===== src/rtl/serdes_pkg.sv =====
// Shared types for the SERDES read-side FIFO drain path.
package serdes_pkg;

    localparam int unsigned DEF_LOGIC_SIZE = 8;

    typedef logic [1:0] skid_level_t;

    // Encodings equal the occupancy, so the state doubles as the level.
    typedef enum logic [1:0] {
        EMPTY = 2'd0,
        ONE   = 2'd1,
        TWO   = 2'd2
    } skid_state_t;

endpackage


===== src/rtl/skid_buffer_2.sv =====
// Two-entry skid buffer: absorbs the FIFO read latency so the stream keeps full rate.
module skid_buffer_2
    import serdes_pkg::*;
#(
    parameter int unsigned WIDTH = DEF_LOGIC_SIZE
) (
    input  logic             clk,
    input  logic             rst_n,
    input  logic             capture,
    input  logic             pop,
    input  logic [WIDTH-1:0] wdata,
    output logic [WIDTH-1:0] head,
    output skid_level_t      level
);

    skid_state_t      state_q, state_d;
    logic [WIDTH-1:0] head_q, head_d;
    logic [WIDTH-1:0] tail_q, tail_d;

    always_ff @(posedge clk) begin
        if (!rst_n) begin
            state_q <= EMPTY;
            head_q  <= '0;
            tail_q  <= '0;
        end else begin
            state_q <= state_d;
            head_q  <= head_d;
            tail_q  <= tail_d;
        end
    end

    always_comb begin
        state_d = state_q;
        head_d  = head_q;
        tail_d  = tail_q;
        unique case (state_q)
            EMPTY: begin
                if (capture) begin
                    head_d  = wdata;
                    state_d = ONE;
                end
            end
            ONE: begin
                if (capture && !pop) begin
                    tail_d  = wdata;
                    state_d = TWO;
                end else if (!capture && pop) begin
                    state_d = EMPTY;
                end else if (capture && pop) begin
                    head_d = wdata;
                end
            end
            TWO: begin
                // The request rule upstream keeps capture low while full.
                if (pop) begin
                    head_d  = tail_q;
                    state_d = ONE;
                end
            end
            default: state_d = EMPTY;
        endcase
    end

    assign head  = head_q;
    assign level = state_q;

endmodule


===== src/rtl/axis_fifo_reader.sv =====
// Drains the clock-crossing FIFO into an AXI-Stream master with fixed-length framing.
module axis_fifo_reader
    import serdes_pkg::*;
#(
    parameter int unsigned LOGIC_SIZE = DEF_LOGIC_SIZE,
    parameter int unsigned FRAME_LEN  = 16
) (
    input  logic                  i_clk,
    input  logic                  i_rst_n,
    output logic                  o_rr,
    input  logic [LOGIC_SIZE-1:0] i_rdata,
    input  logic                  i_rempty,
    output logic [LOGIC_SIZE-1:0] o_tdata,
    output logic                  o_tvalid,
    input  logic                  i_tready,
    output logic                  o_tlast,
    output logic                  o_frame_done,
    output logic [1:0]            o_level
);

    localparam int unsigned CNT_W = $clog2(FRAME_LEN + 1);
    localparam logic [CNT_W-1:0] LastBeat = CNT_W'(FRAME_LEN - 1);

    skid_level_t           level;
    logic [LOGIC_SIZE-1:0] head;
    logic                  inflight_q;
    logic                  pop;
    logic                  accept;
    logic                  tlast;
    logic [2:0]            pending;
    logic [CNT_W-1:0]      beat_cnt_q, beat_cnt_d;
    logic                  frame_done_q;

    skid_buffer_2 #(
        .WIDTH (LOGIC_SIZE)
    ) u_skid (
        .clk     (i_clk),
        .rst_n   (i_rst_n),
        .capture (inflight_q),
        .pop     (pop),
        .wdata   (i_rdata),
        .head    (head),
        .level   (level)
    );

    assign o_tvalid = (level != 2'd0);
    assign pop      = o_tvalid && i_tready;
    assign tlast    = o_tvalid && (beat_cnt_q == LastBeat);

    // Words that will occupy the buffer after this edge; pop implies level >= 1.
    assign pending  = {1'b0, level} + {2'b00, inflight_q} - {2'b00, pop};
    assign o_rr     = i_rst_n && (pending < 3'd2);
    assign accept   = o_rr && !i_rempty;

    always_comb begin
        beat_cnt_d = beat_cnt_q;
        if (pop) begin
            if (beat_cnt_q == LastBeat) begin
                beat_cnt_d = '0;
            end else begin
                beat_cnt_d = beat_cnt_q + 1'b1;
            end
        end
    end

    always_ff @(posedge i_clk) begin
        if (!i_rst_n) begin
            inflight_q   <= 1'b0;
            beat_cnt_q   <= '0;
            frame_done_q <= 1'b0;
        end else begin
            inflight_q   <= accept;
            beat_cnt_q   <= beat_cnt_d;
            frame_done_q <= pop && tlast;
        end
    end

    assign o_tdata      = head;
    assign o_tlast      = tlast;
    assign o_frame_done = frame_done_q;
    assign o_level      = level;

endmodule


===== config.mk =====
export PLATFORM = sky130hd
export DESIGN_NAME = axis_fifo_reader
export DESIGN_NICKNAME = d
export VERILOG_FILES = /design/src/rtl/serdes_pkg.sv /design/src/rtl/skid_buffer_2.sv /design/src/rtl/axis_fifo_reader.sv
export SDC_FILE = /design/constraint.sdc
export NUM_CORES = 1
export LEC_CHECK = 0
export ABC_CLOCK_PERIOD_IN_PS = 2400
export BUFFER_PORTS_ARGS = -buffer_cell sky130_fd_sc_hd__buf_2
export CORE_ASPECT_RATIO = 0.75
export CORE_MARGIN = 4
export CORE_UTILIZATION = 25
export DETAILED_ROUTE_END_ITERATION = 10
export GPL_ROUTABILITY_DRIVEN = 0
export PLACE_DENSITY = 0.5
export SETUP_SLACK_MARGIN = 0.05
export SKIP_CTS_REPAIR_TIMING = 1
export SLEW_MARGIN = 20
export SYNTH_ARGS = -nofsm -noshare
export SYNTH_HDL_FRONTEND = slang
export SYNTH_SLANG_ARGS = --single-unit

===== constraint.sdc =====
create_clock -name i_clk -period 2.4 [get_ports i_clk]
set_input_delay 0.48 -clock i_clk [delete_from_list [all_inputs] [get_ports i_clk]]
set_output_delay 0.48 -clock i_clk [all_outputs]
set_load 0.03 [all_outputs]

==> results by group <==
Status
  – Status: finished clean

Layout
  – Core Util, Final: 0.325
  – Area Overhead vs Synth: 22.2%
  – NumNets Final: 160
  – Share of layout cells above drive strength 1: 0.372
  – Final Cell Area: 0.00149 mm2
  – # diodes: 0
  – Filler instances: 461

Clocking
  – Max Buffers Root-to-Sink: 2
  – Num CTS Buffers: 3
  – Clk pin slew, worst setup/hold paths: 0.09 ns
  – Root Buffer: clkbuf_8
  – Clk sinks: 25
  – H-tree depth: 1
  – Clk Latency, worst-skew pair: 0.27 ns
  – CTS tree: built

Critical path
  – Reg2Reg Depth: 4
  – Critical path endpoint category: output pin
  – Start point of the critical path: u_skid.level[0]
  – Data arrival, critical path: 1.78 ns
  – Crit Path Class: flip-flop to output pin
  – R2R Path Start: u_skid.level[1]
  – Worst Path Required: 1.92 ns
  – CP max FO: 4
  – Kind of launch point of the worst setup path: flip-flop
  – Max incr delay on CP: 0.38 ns
  – CP cell instances: and3b_2 -> o21ai_2 -> fa_2 -> xnor2_2 -> and3_4 -> buf_6
  – Slowest stage cell, crit path: fa_2

STA
  – F_max: 442 MHz
  – Worst slew pin tran: 0.807 ns
  – Final setup violation count: 0
  – Tmin final: 2.26 ns
  – Max Transition Viols Final: 0
  – RSZ-0062 raised after global routing: no
  – Post-Route Setup TNS: 0 ns
  – Worst slew margin: 0.461
  – Hold Vio Cnt, Final: 0
  – Skew final: 0.00969 ns
  – Worst hold slack: 0.351 ns
  – Final worst-path cycle share: 0.943

Worst hold path
  – Worst hold path cell count: 2
  – HP Class: input pin to flip-flop
  – Worst Hold Launch: i_rempty

Synthesis
  – #FFs+latches synth: 25
  – Register area share after synthesis: 0.410
  – Combinational family with the most area after synthesis: compound AO/OA/AOI/OAI gates
  – Synth Area in Simple Gates: 0.139
  – Multiplexer share of the synthesized area: 0.139
  – Synth Area in Adders: 0.0266
  – Syn Inst Count: 118
  – YS warnings: 0
  – Compound-Gate Fraction of Synth Area: 0.213
  – Syn Std Cell Area: 0.00122 mm2
  – Post-Synth XOR/XNOR Area: 0.0143
  – Mean Syn Cell Area: 10.3 um2
  – Synth Net Count: 132
  – Count of different cell masters after synthesis: 37

Power
  – P_leak: 0.566 nW
  – Pwr per Cell Area: 573 mW/mm2
  – Peak supply drop: 0.246 mV
  – Overall Power: 0.855 mW

Global route
  – Global Route Usage Sum: 0.0962
  – Initial antenna violation count: 0
  – Vias in the first global route: 921
  – Largest net degree at the start of global routing: 22
  – Total gr overflow: 0
  – Global-route wire length before repair: 4370 um

Route
  – Routed WL: 2670 um
  – Met3 WL: 117 um
  – First-pass iteration count of the detailed router: 4
  – Post-route ant nets: 0
  – Initial DRC Count: 38
  – DRC: 0
  – Top sig layer: met4
  – Vias: 955
  – Routed wire per std cell: 13.2 um
  – Met2 routed wirelength: 1310 um
  – WL met1: 1220 um
  – Via/cell ratio: 4.73

Floorplan
  – # rows: 21
  – Core footprint: 0.00460 mm2
  – Die height: 68.5 um
  – Starting Density: 0.266
  – # IOs: 26
  – Die area: 0.00608 mm2
  – Die width: 88.7 um

Placement
  – DP HPWL: 1970 um
  – Post-DP Area: 0.00141 mm2
  – Port bufs: 25

Run
  – MaxCap Viol Count: 0
## synthesized netlist by cell type (all sizes together)
master | count | share of area
dfxtp | 25 | 0.41
mux2i | 17 | 0.14
a211oi | 16 | 0.13
nor2 | 11 | 0.034
buf | 6 | 0.038
a21oi | 4 | 0.016
clkbuf | 4 | 0.013
nand2 | 4 | 0.012
nor2b | 3 | 0.015
o21ai | 3 | 0.015
and3 | 2 | 0.010
inv | 2 | 0.0061
nand3 | 2 | 0.0082
o21a | 2 | 0.012
a21o | 1 | 0.012
a221oi | 1 | 0.012
a41oi | 1 | 0.0072
and2b | 1 | 0.0061
and3b | 1 | 0.0072
and4bb | 1 | 0.010
fa | 1 | 0.016
ha | 1 | 0.010
nand2b | 1 | 0.0051
nand3b | 1 | 0.0061
nand4b | 1 | 0.0072
o211ai | 1 | 0.0061
or2 | 1 | 0.0051
or3 | 1 | 0.0051
or3b | 1 | 0.0072
xnor2 | 1 | 0.0072
xor2 | 1 | 0.0072
## worst max-delay path: cells and delay by family (launching register included)
kind | cells | cell delay (ns)
XOR/XNOR | 1 | 0.15
flip-flops | 1 | 0.34
AO/OA/AOI/OAI | 1 | 0.07
AND/OR/NAND/NOR | 2 | 0.45
buffers and inverters | 1 | 0.12
adder cells (fa/ha/maj) | 1 | 0.38
## where the power goes
part           leakage (nW)  internal, mW  switching (mW)
Combinational         0.339        0.0635          0.0963
Clock                0.0228         0.119           0.132
Sequential            0.204         0.433          0.0119
Total                 0.566         0.615           0.240
## metrics by stage
stage,setup slack (ns),instances
2_1_floorplan,0.0859,118
3_3_place_gp,0.140,196
3_5_place_dp,0.105,196
4_1_cts,0.00219,200
5_1_grt,0.0550,202
6_report,0.138,202
## per-layer routing
layer / GRT usage / up-vias
li1: - / 485
met1: 0.120 / 458
met2: 0.156 / 10
met3: 0.0344 / 2
met4: 0.0283 / 0
met5: 0 / -
## layout by cell type (no fill, tap or decap), types with 2 or more instances in the layout
cell and count:
inv_1 2, mux2i_1 17, dfxtp_1 23, a211oi_1 8, a21oi_1 4, dfxtp_2 2
nor2b_1 3, o21a_1 2, clkbuf_8 3, buf_4 7, nor2_1 11, nand2_1 4
o21ai_2 2, a211oi_2 8, buf_2 24, nand3_1 2, buf_6 2
## kinds of logic (layout without fill, tap and decap cells)
kind of cell,count (synthesis),in the layout
flops,25,25
compound gates,29,29
simple gates,31,31
fa+ha+maj,2,2
xor+xnor,2,2
mux,17,17
buf+inv,12,39
## final cells by class
class / count / area (um2) / area share
Inverter: 2 / 7.51 / 0.00503
Clock buffer: 4 / 45.0 / 0.0302
Sequential cell: 25 / 503 / 0.337
Multi-Input combinational cell: 81 / 671 / 0.449
Tap cell: 57 / 71.3 / 0.0478
Timing Repair Buffer: 33 / 195 / 0.131
## final timing paths
| check | endpoint | slack (ns) |
|---|---|---|
| worst min-delay path | inflight_q | 0.35 |
| worst min register to register | beat_cnt_q[4] | 0.45 |
| worst max register to register | u_skid.tail_q[7] | 0.83 |
| worst max-delay path | o_rr | 0.14 |
## flip-flops by register name, summed over array words and instances (netlist names)
register,count
beat_cnt_q,5
inflight_q,1
o_frame_done,1
u_skid.head,8
u_skid.level,2
u_skid.tail_q,8
Note: power is estimated with default switching activity, not from simulation.
